===== config.mk =====
export PLATFORM = sky130hd
export DESIGN_NAME = ifu
export DESIGN_NICKNAME = d
export VERILOG_FILES = /design/src/rtl/ifu_pkg.sv /design/src/rtl/ifu_addr_chk.sv /design/src/rtl/ifu.sv
export SDC_FILE = /design/constraint.sdc
export NUM_CORES = 1
export LEC_CHECK = 0
export BUFFER_PORTS_ARGS = -buffer_cell sky130_fd_sc_hd__buf_2
export CORE_MARGIN = 10
export CORE_UTILIZATION = 44
export DETAILED_ROUTE_END_ITERATION = 10
export PLACE_DENSITY = 0.77
export SLEW_MARGIN = 20
export SYNTH_ARGS = -nofsm -noshare
export SYNTH_HDL_FRONTEND = slang
export SYNTH_HIERARCHICAL = 1
export SYNTH_SLANG_ARGS = --single-unit

===== constraint.sdc =====
create_clock -name clk -period 2.3 [get_ports clk]
set_clock_uncertainty 0.2 [all_clocks]
set_input_delay 0.23 -clock clk [delete_from_list [all_inputs] [get_ports clk]]
set_output_delay 0.23 -clock clk [all_outputs]
set_load 0.1 [all_outputs]

===== src/rtl/ifu_pkg.sv =====
// Shared fetch-unit definitions: FSM state encoding, default fetch addresses
// and instruction-memory geometry, plus a word-alignment helper.
package ifu_pkg;

  localparam logic [31:0] IFU_PC_RESET = 32'h0000_3000;
  localparam logic [31:0] IFU_IM_BASE  = 32'h0000_3000;
  localparam int unsigned IFU_IM_WORDS = 4096;

  typedef enum logic [1:0] {
    IFU_S_IDLE = 2'd0,
    IFU_S_REQ  = 2'd1,
    IFU_S_HOLD = 2'd2,
    IFU_S_ERR  = 2'd3
  } ifu_state_e;

  // Word-aligned view of a byte address.
  function automatic logic [31:0] ifu_word_addr(input logic [31:0] a);
    return {a[31:2], 2'b00};
  endfunction

endpackage


===== src/rtl/ifu_addr_chk.sv =====
// Fetch-address legality check: word aligned and inside instruction memory.
// Only instantiated when IFU_ALIGN_CHECK_EN is defined.
module ifu_addr_chk
  import ifu_pkg::*;
#(
  parameter logic [31:0] IM_BASE  = IFU_IM_BASE,
  parameter int unsigned IM_WORDS = IFU_IM_WORDS
) (
  input  logic [31:0] addr_i,
  output logic        legal_o
);

  // One past the last legal byte, widened so the bound cannot wrap.
  localparam logic [32:0] IM_LIMIT = {1'b0, IM_BASE} + (33'(IM_WORDS) * 33'd4);

  // Alignment plus half-open range test.
  always_comb begin
    legal_o = (addr_i[1:0] == 2'b00) &&
              (addr_i >= IM_BASE) &&
              ({1'b0, addr_i} < IM_LIMIT);
  end

endmodule


===== src/rtl/ifu.sv =====
// Instruction fetch unit: holds the architectural PC, fetches one word per
// instruction over a valid/ready handshake and holds it for decode/NPC until
// downstream releases the stall.
// Optional feature macro: IFU_ALIGN_CHECK_EN (illegal next-PC -> sticky ERR).
module ifu
  import ifu_pkg::*;
#(
  parameter logic [31:0] PC_RESET = IFU_PC_RESET
) (
  input  logic        clk,
  input  logic        reset,
  input  logic [31:0] next_pc,
  input  logic        stall,
  output logic        im_req,
  output logic [31:0] im_addr,
  input  logic        im_ready,
  input  logic [31:0] im_rdata,
  output logic [31:0] pc,
  output logic [31:0] instr,
  output logic        instr_valid,
  output logic        fetch_err
);

  ifu_state_e  state_q;
  logic [31:0] pc_q;
  logic [31:0] instr_q;
  logic        addr_ok;

`ifdef IFU_ALIGN_CHECK_EN
  logic [31:0] chk_addr;

  // IDLE validates the reset PC; HOLD validates the incoming next PC.
  always_comb begin
    chk_addr = (state_q == IFU_S_IDLE) ? pc_q : next_pc;
  end

  ifu_addr_chk u_addr_chk (
    .addr_i  (chk_addr),
    .legal_o (addr_ok)
  );
`else
  assign addr_ok = 1'b1;
`endif

  // Fetch FSM with PC and instruction registers.
  always_ff @(posedge clk or posedge reset) begin
    if (reset) begin
      state_q <= IFU_S_IDLE;
      pc_q    <= PC_RESET;
      instr_q <= '0;
    end else begin
      case (state_q)
        IFU_S_IDLE: state_q <= addr_ok ? IFU_S_REQ : IFU_S_ERR;
        IFU_S_REQ: begin
          if (im_ready) begin
            instr_q <= im_rdata;
            state_q <= IFU_S_HOLD;
          end
        end
        IFU_S_HOLD: begin
          if (!stall) begin
            pc_q <= next_pc;
            if (addr_ok) begin
              state_q <= IFU_S_REQ;
            end else begin
              state_q <= IFU_S_ERR;
              instr_q <= '0;
            end
          end
        end
        default: state_q <= IFU_S_ERR;
      endcase
    end
  end

  // Outputs decoded purely from registered state and PC.
  always_comb begin
    im_req      = (state_q == IFU_S_REQ);
    instr_valid = (state_q == IFU_S_HOLD);
    pc          = pc_q;
    instr       = instr_q;
`ifdef IFU_ALIGN_CHECK_EN
    im_addr     = pc_q;
    fetch_err   = (state_q == IFU_S_ERR);
`else
    im_addr     = ifu_word_addr(pc_q);
    fetch_err   = 1'b0;
`endif
  end

endmodule


==> reports/qor.tcl, run 1 <==
set qor(num_cts_buffers) 9
set qor(synth.top_cell.area_share_pct) 55.7
set qor(critPathMaxFanout) 6
set qor(fp-row-count) 29
set qor(grt.met1_usage_pct) 15.8
set qor(clock_path_buffers) 2
set qor(filler_cell_count_in_the_final_layout) 440
set qor(via_count) 2117
set qor(setup_viol) 0
set qor(crit_path_end_kind) {output port}
set qor(wirelength_um) 8070
set qor(ctsHoldBuffers) 67
set qor(count_of_maximum_capacitance_violations) 0
set qor(post_synth_mux_area_share_pct) 28.8
set qor(finalHoldViolCount) 0
set qor(synthSimpleGateAreaFrac_pct) 2.04
set qor(antenna-diode-count) 0
set qor(clk_pin_slew_ps) 60
set qor(post_synth_num_cell_types) 15
set qor(worst_r2r_path_depth) 3
set qor(total_of_cells_resized_after_clock_tree_synthesis) 0
set qor(crit_type) {flip-flop to output port}
set qor(synth_sequential_area_ratio_pct) 57.5
set qor(ctsRootBufferMaster) {sky130_fd_sc_hd__clkbuf_8}
set qor(synth.ff_latch_count) 66
set qor(largest_net_degree_at_the_start_of_global_routing) 67
set qor(ys.warnings.count) 6
set qor(dpl.cell_count) 385
set qor(number_of_global_route_vias_before_repair) 2443
set qor(place_congestion) 0.675
set qor(required_ps) 1870
set qor(initial_utilization_pct) 45.3
set qor(groute.layer.met2.usage_pct) 27.8
set qor(via_per_inst) 4.52
set qor(grt_use_total_pct) 15.7
set qor(cts.repair_timing.setup_buffer_count) 0
set qor(combinational_family_with_the_most_area_after_synthesis) {multiplexers}
set qor(ant_nets) 0
set qor(final_cells) 468
set qor(slew_viol_final) 0
set qor(netlist_area_mm2) 0.00288
set qor(layout_commonest_cell) {sky130_fd_sc_hd__buf_2}
set qor(worst_hold_path.num_cells) 1
set qor(min_period_over_period_pct) 81.8
set qor(synth-adder-area-share_pct) 0
set qor(global_route.overflow_total) 0
set qor(ios) 167
set qor(drive_gt1_share_pct) 63.4
set qor(synth.area.top_cells) {sky130_fd_sc_hd__dfrtp_1, sky130_fd_sc_hd__mux2_4, sky130_fd_sc_hd__mux2_2, sky130_fd_sc_hd__buf_4, sky130_fd_sc_hd__buf_6}
set qor(chipWidth_um) 101
set qor(core_area_mm2) 0.00635
set qor(dp_hpwl_um) 5270
set qor(ff2ff_setup_slack_ps) 480
set qor(netlist_instances) 179
set qor(grt_setup_unrepaired) {false}
set qor(highest_count_cells_in_the_layout_ignoring_fill_and_taps) {sky130_fd_sc_hd__buf_2, sky130_fd_sc_hd__dlygate4sd3_1, sky130_fd_sc_hd__dfrtp_1}
set qor(drt-initial-drc-count) 69
set qor(postSynthAreaPerCell_um2) 16.1
set qor(yosys.area_share.xor_xnor_pct) 0
set qor(tritoncts) {done}
set qor(synthToLayoutAreaGrowth_pct) 53.3
set qor(global_route.peak_usage_layer) {met2}
set qor(gr-usage-met3_pct) 6.65
set qor(route.detailed.drc) 0
set qor(outcome) {complete, no violations}
set qor(average_routed_wire_per_standard_cell_um) 17.3
set qor(critPathArrivalTime_ps) 1450
set qor(io_buffers) 163
set qor(timing.hold.worst.class) {flip-flop to flip-flop}
set qor(clkLatencyLatePin_ps) 320
set qor(htreeDepth) 3
set qor(worst_path_largest_cell_delay_ps) 520
set qor(number_of_antenna_violations_at_the_first_check_in_global_routing) 0
set qor(final.min_clock_period_ps) 1880
set qor(num_clock_sinks) 66
set qor(maxClockFrequency_ghz) 0.532
set qor(dieHeight_um) 101
set qor(grt_pass1_wl_um) 12700
set qor(compound_cell_area_share_of_the_yosys_netlist_pct) 0.435
set qor(crit_path_top_delay_cell) {sky130_fd_sc_hd__dfrtp_1}
set qor(timing.critical_path.from_type) {flip-flop}
set qor(floorplan.die_area_mm2) 0.0102
set qor(fin_nets) 454
set qor(yosysTopAreaCell) {sky130_fd_sc_hd__dfrtp_1}
set qor(iteration_count_of_the_initial_detailed_routing_pass) 4
set qor(timing.critical_path.cells) {nor2b_1, buf_2}
## through the flow
step / cell area [µm²] / setup WS [ps] / utilization [%] / setup TNS (ps) / hold WS, ps
after floorplan: 2890 / -4.11 / - / -4.11 / 132
after global placement: 3530 / 537 / 55.6 / 0 / 124
after detailed placement: 3530 / 491 / 55.6 / 0 / 128
after CTS: 4410 / 399 / 69.5 / 0 / 309
after global routing: 4410 / 324 / 69.5 / 0 / 326
final: 4410 / 419 / 69.5 / 0 / 306
## kinds of logic after synthesis
logic type             Yosys count
muxes                           64
other                            1
buffers and inverters           40
DFF                             66
and+or+nand+nor                  6
AOI/OAI and AO/OA                2
## worst paths after layout
path | startpoint | end
worst min-delay path | instr[19] | instr[19]
min in group asynchronous | reset | pc[11]
worst min register to register | instr[19] | instr[19]
max in group asynchronous | reset | pc[13]
worst max-delay path | state_q[0] | im_req
worst max register to register | state_q[0] | pc[30]
## per-layer routing
layer | vias up | share of wire [%]
met2 | 107 | 52
li1 | 986 | -
met4 | 0 | 1.5
met1 | 1010 | 36
met3 | 14 | 10
met5 | - | 0
## worst max-delay path, delay by kind of cell (launching register included)
| kind | cells | cell delay [ps] |
|---|---|---|
| simple gates | 1 | 170 |
| flops | 1 | 520 |
| buf+inv | 1 | 440 |
## registers in the layout, summed over array words and instances (netlist names)
register  cells
instr        32
pc           32
state_q       2
## layout make-up
| type | instances | area [µm²] | share of cell area, % |
|---|---|---|---|
| clock buffers | 14 | 173 | 3.91 |
| multi-input cells | 75 | 915 | 20.7 |
| flip-flops and latches | 66 | 1650 | 37.5 |
| well taps | 77 | 96.3 | 2.18 |
| clock inverters | 2 | 35.0 | 0.794 |
| inverters | 1 | 3.75 | 0.0851 |
| repair buffers | 233 | 1530 | 34.8 |
## cells in the mapped netlist, drive strengths merged
master,n
a21boi,1
a21oi,1
buf,39
conb,1
dfrtp,64
dfstp,2
inv,1
mux2,64
nand3b,1
nor2,2
nor2b,2
nor3b,1
Power of run 1 is not shown: default switching activity piles up to over one toggle a cycle in this logic, so the estimate is an artifact.
==> run 2, diff against run 1 <==
--- a/config.mk
+++ b/config.mk
@@ -5,11 +5,12 @@
 export SDC_FILE = /design/constraint.sdc
 export NUM_CORES = 1
 export LEC_CHECK = 0
+export ABC_AREA = 1
 export BUFFER_PORTS_ARGS = -buffer_cell sky130_fd_sc_hd__buf_2
 export CORE_MARGIN = 10
-export CORE_UTILIZATION = 44
+export CORE_UTILIZATION = 45
 export DETAILED_ROUTE_END_ITERATION = 10
-export PLACE_DENSITY = 0.77
+export PLACE_DENSITY = 0.78
 export SLEW_MARGIN = 20
 export SYNTH_ARGS = -nofsm -noshare
 export SYNTH_HDL_FRONTEND = slang
==> constraint.sdc (replaced) <==
create_clock -name clk -period 1.92 [get_ports clk]
set_clock_uncertainty 0.2 [all_clocks]
set_input_delay 0.192 -clock clk [delete_from_list [all_inputs] [get_ports clk]]
set_output_delay 0.192 -clock clk [all_outputs]
set_load 0.1 [all_outputs]
==> run 2 against run 1 <==
Effect of this change: first-iteration DRC count increased by 140%; die area increased by 3.0%; register-to-register slack got worse by 170 ps; cell count increased by 29%; critical endpoint is now instr_valid.
==> reports/qor.tcl, run 2 <==
set qor(outcome) {complete, no violations} ;# unchanged
set qor(iteration_count_of_the_initial_detailed_routing_pass) 5 ;# was 4
set qor(synthToLayoutAreaGrowth_pct) 48.5 ;# was 53.3%
set qor(final.min_clock_period_ps) 1760
set qor(fin_nets) 592 ;# was 454
set qor(worstReg2RegEnd) {pc[16]} ;# was pc[30]
set qor(largest_net_degree_at_the_start_of_global_routing) 67 ;# unchanged
set qor(fp-row-count) 29 ;# unchanged
set qor(ios) 167 ;# unchanged
set qor(synth_enable_flop_cells) 0 ;# unchanged
set qor(postSynthAreaPerCell_um2) 9.20 ;# was 16.1 µm²
set qor(core_area_mm2) 0.00646 ;# was 0.00635 mm²
set qor(timing.critical_path.from_type) {flip-flop} ;# unchanged
set qor(worstSetupStartpoint) {state_q[1]} ;# was state_q[0]
set qor(synth-main-ff-cell) {sky130_fd_sc_hd__dfrtp_1} ;# unchanged
set qor(route.detailed.drc) 0 ;# unchanged
set qor(drive_gt1_share_pct) 37.3 ;# was 63.4%
set qor(floorplan.die_area_mm2) 0.0105 ;# was 0.0102 mm²
set qor(maxClockFrequency_ghz) 0.568
set qor(crit_path_end_kind) {output port} ;# unchanged
set qor(dp_hpwl_um) 6780 ;# was 5270 µm
set qor(synth.top_cell.area_share_pct) 52.4 ;# was 55.7%
set qor(synth_sequential_area_ratio_pct) 54.2 ;# was 57.5%
set qor(setup_viol) 0 ;# unchanged
set qor(netlist_area_mm2) 0.00305 ;# was 0.00288 mm²
set qor(dieHeight_um) 102 ;# was 101 µm
set qor(slew_viol_final) 0 ;# unchanged
set qor(finalHoldViolCount) 0 ;# unchanged
set qor(ys_async_sr_fraction_pct) 100 ;# unchanged
set qor(post_synth_num_cell_types) 13 ;# was 15
set qor(initial_utilization_pct) 47.3 ;# was 45.3%
set qor(layout_commonest_cell) {sky130_fd_sc_hd__buf_2} ;# unchanged
set qor(synth.ff_latch_count) 66 ;# unchanged
set qor(synthMostInstantiatedCell) {sky130_fd_sc_hd__nand2_1} ;# was sky130_fd_sc_hd__dfrtp_1
set qor(drt-initial-drc-count) 163 ;# was 69
set qor(num_cts_buffers) 9 ;# unchanged
set qor(timing.hold.worst.class) {input pin to flip-flop} ;# was flip-flop to flip-flop
set qor(antenna-diode-count) 0 ;# unchanged
set qor(synth.area.top_cells) {sky130_fd_sc_hd__dfrtp_1, sky130_fd_sc_hd__nand2_1, sky130_fd_sc_hd__nand4_1, sky130_fd_sc_hd__buf_4, sky130_fd_sc_hd__buf_2} ;# was sky130_fd_sc_hd__dfrtp_1, sky130_fd_sc_hd__mux2_4, sky130_fd_sc_hd__mux2_2, sky130_fd_sc_hd__buf_4, sky130_fd_sc_hd__buf_6
set qor(num_clock_sinks) 66 ;# unchanged
set qor(ff2ff_setup_slack_ps) 310 ;# was 480 ps
set qor(ys.warnings.count) 6 ;# unchanged
set qor(count_of_maximum_capacitance_violations) 0 ;# unchanged
set qor(ant_nets) 0 ;# unchanged
set qor(tritoncts) {done} ;# unchanged
set qor(place_congestion) 0.799 ;# was 0.675
set qor(worst_slew_margin_rel_pct) 65.9
set qor(grt_pass1_wl_um) 16700 ;# was 12700 µm
set qor(critPathMaxFanout) 8 ;# was 6
set qor(clk_pin_slew_ps) 70 ;# was 60 ps
set qor(wirelength_um) 10600 ;# was 8070 µm
set qor(actual_transition_at_the_worst_max_transition_pin_ps) 515
set qor(critPathArrivalTime_ps) 1370 ;# was 1450 ps
set qor(ctsRootBufferMaster) {sky130_fd_sc_hd__clkbuf_8} ;# unchanged
set qor(yosysTopAreaCell) {sky130_fd_sc_hd__dfrtp_1} ;# unchanged
set qor(highest_count_cells_in_the_layout_ignoring_fill_and_taps) {sky130_fd_sc_hd__buf_2, sky130_fd_sc_hd__nand2_1, sky130_fd_sc_hd__dlygate4sd3_1} ;# was sky130_fd_sc_hd__buf_2, sky130_fd_sc_hd__dlygate4sd3_1, sky130_fd_sc_hd__dfrtp_1
set qor(r2r_start) {state_q[0]} ;# unchanged
set qor(io_buffers) 163 ;# unchanged
set qor(synth_common_cells) {sky130_fd_sc_hd__nand2_1, sky130_fd_sc_hd__dfrtp_1, sky130_fd_sc_hd__nand4_1, sky130_fd_sc_hd__buf_4, sky130_fd_sc_hd__buf_2} ;# was sky130_fd_sc_hd__dfrtp_1, sky130_fd_sc_hd__buf_4, sky130_fd_sc_hd__mux2_2, sky130_fd_sc_hd__mux2_4, sky130_fd_sc_hd__buf_6
set qor(netlist_instances) 332 ;# was 179
set qor(required_ps) 1530 ;# was 1870 ps
set qor(clkLatencyLatePin_ps) 330 ;# was 320 ps
set qor(average_routed_wire_per_standard_cell_um) 17.5 ;# was 17.3 µm
set qor(grt_setup_unrepaired) {false} ;# unchanged
set qor(cts.repair_timing.setup_buffer_count) 0 ;# unchanged
set qor(number_of_antenna_violations_at_the_first_check_in_global_routing) 0 ;# unchanged
set qor(crit_end) {instr_valid} ;# was im_req
set qor(chipWidth_um) 102 ;# was 101 µm
set qor(number_of_global_route_vias_before_repair) 3290 ;# was 2443
set qor(clock_path_buffers) 2 ;# unchanged
set qor(grt_use_total_pct) 19.9 ;# was 15.7%
set qor(htreeDepth) 3 ;# unchanged
set qor(via_count) 3092 ;# was 2117
set qor(global_route.overflow_total) 0 ;# unchanged
set qor(setup_tns_ps) 0 ;# unchanged
set qor(crit_type) {flip-flop to output port} ;# unchanged
set qor(worst_r2r_path_depth) 4 ;# was 3
set qor(min_period_over_period_pct) 91.7
set qor(via_per_inst) 5.11 ;# was 4.52
==> run 2: cell types whose count changed in the layout (fill, tap and decap cells not counted), moves of 3 or more <==
cell	previous run	this run
sky130_fd_sc_hd__mux2_2	33	0
sky130_fd_sc_hd__clkbuf_8	12	9
sky130_fd_sc_hd__buf_4	1	9
sky130_fd_sc_hd__mux2_4	29	0
sky130_fd_sc_hd__nand2_1	0	131
sky130_fd_sc_hd__nand4_1	0	64
==> run 2: worst min-delay path by stage <==
stage                     start         to  slack, ps  cells past startpoint
global placement          reset  instr[31]        110                      3
floorplan           next_pc[12]     pc[12]        110                      2
CTS                    im_ready  instr[27]         70                      3
finish                 im_ready  instr[28]         90                      3
global route           im_ready  instr[22]        120                      3
detailed placement        reset     pc[21]        120                      3
==> run 2: worst max-delay path, stage by stage, from the launching register on <==
cell and delay [ps]:
sky130_fd_sc_hd__dfrtp_1 580, sky130_fd_sc_hd__inv_4 80, sky130_fd_sc_hd__nor2_2 170, sky130_fd_sc_hd__buf_12 200
==> run 2: metrics by stage <==
step	hold slack [ps]	area [µm²]	setup slack (ps)	cells	util (%)
6_report	89.3	4530	160	605	70.2
5_1_grt	125	4530	52.1	605	70.2
4_1_cts	74.0	4530	125	605	70.2
3_3_place_gp	112	3670	392	524	56.8
2_1_floorplan	114	3070	19.4	334	-
3_5_place_dp	117	3670	319	524	56.8
==> run 2: cells by family (layout without fill, tap and decap cells) <==
family / after synthesis / in the layout / share of synthesized area (%)
and+or+nand+nor: 199 / 199 / 30.6
DFF: 66 / 66 / 54.2
buffers and inverters: 65 / 259 / 15.0
other: 1 / 3 / 0.123
AOI/OAI and AO/OA: 1 / 1 / 0.164
==> run 2: area by class of cell <==
| class | instances | area, µm² |
|---|---|---|
| Clock buffer | 9 | 124 |
| Clock inverter | 6 | 82.6 |
| Fill cell | 476 | 1920 |
| Inverter | 5 | 27.5 |
| Multi-Input combinational cell | 203 | 956 |
| Sequential cell | 66 | 1650 |
| Tap cell | 77 | 96.3 |
| Timing Repair Buffer | 239 | 1590 |
==> run 2: per-layer routing <==
layer  global-route usage, %  up-vias  wire [µm]
li1                        -     1453          -
met1                    21.9     1431       4060
met4                    9.11        0        289
met3                    7.15       29       1120
met5                       0        -          0
met2                    33.8      179       5150
==> run 2: timing repair <==
action | 4_1_cts | 5_1_grt
hold buffers | 66 | 0
resized for setup | 0 | 0
endpoints found under the hold margin | 130 | 0
Power of run 2 is left out for the same reason.
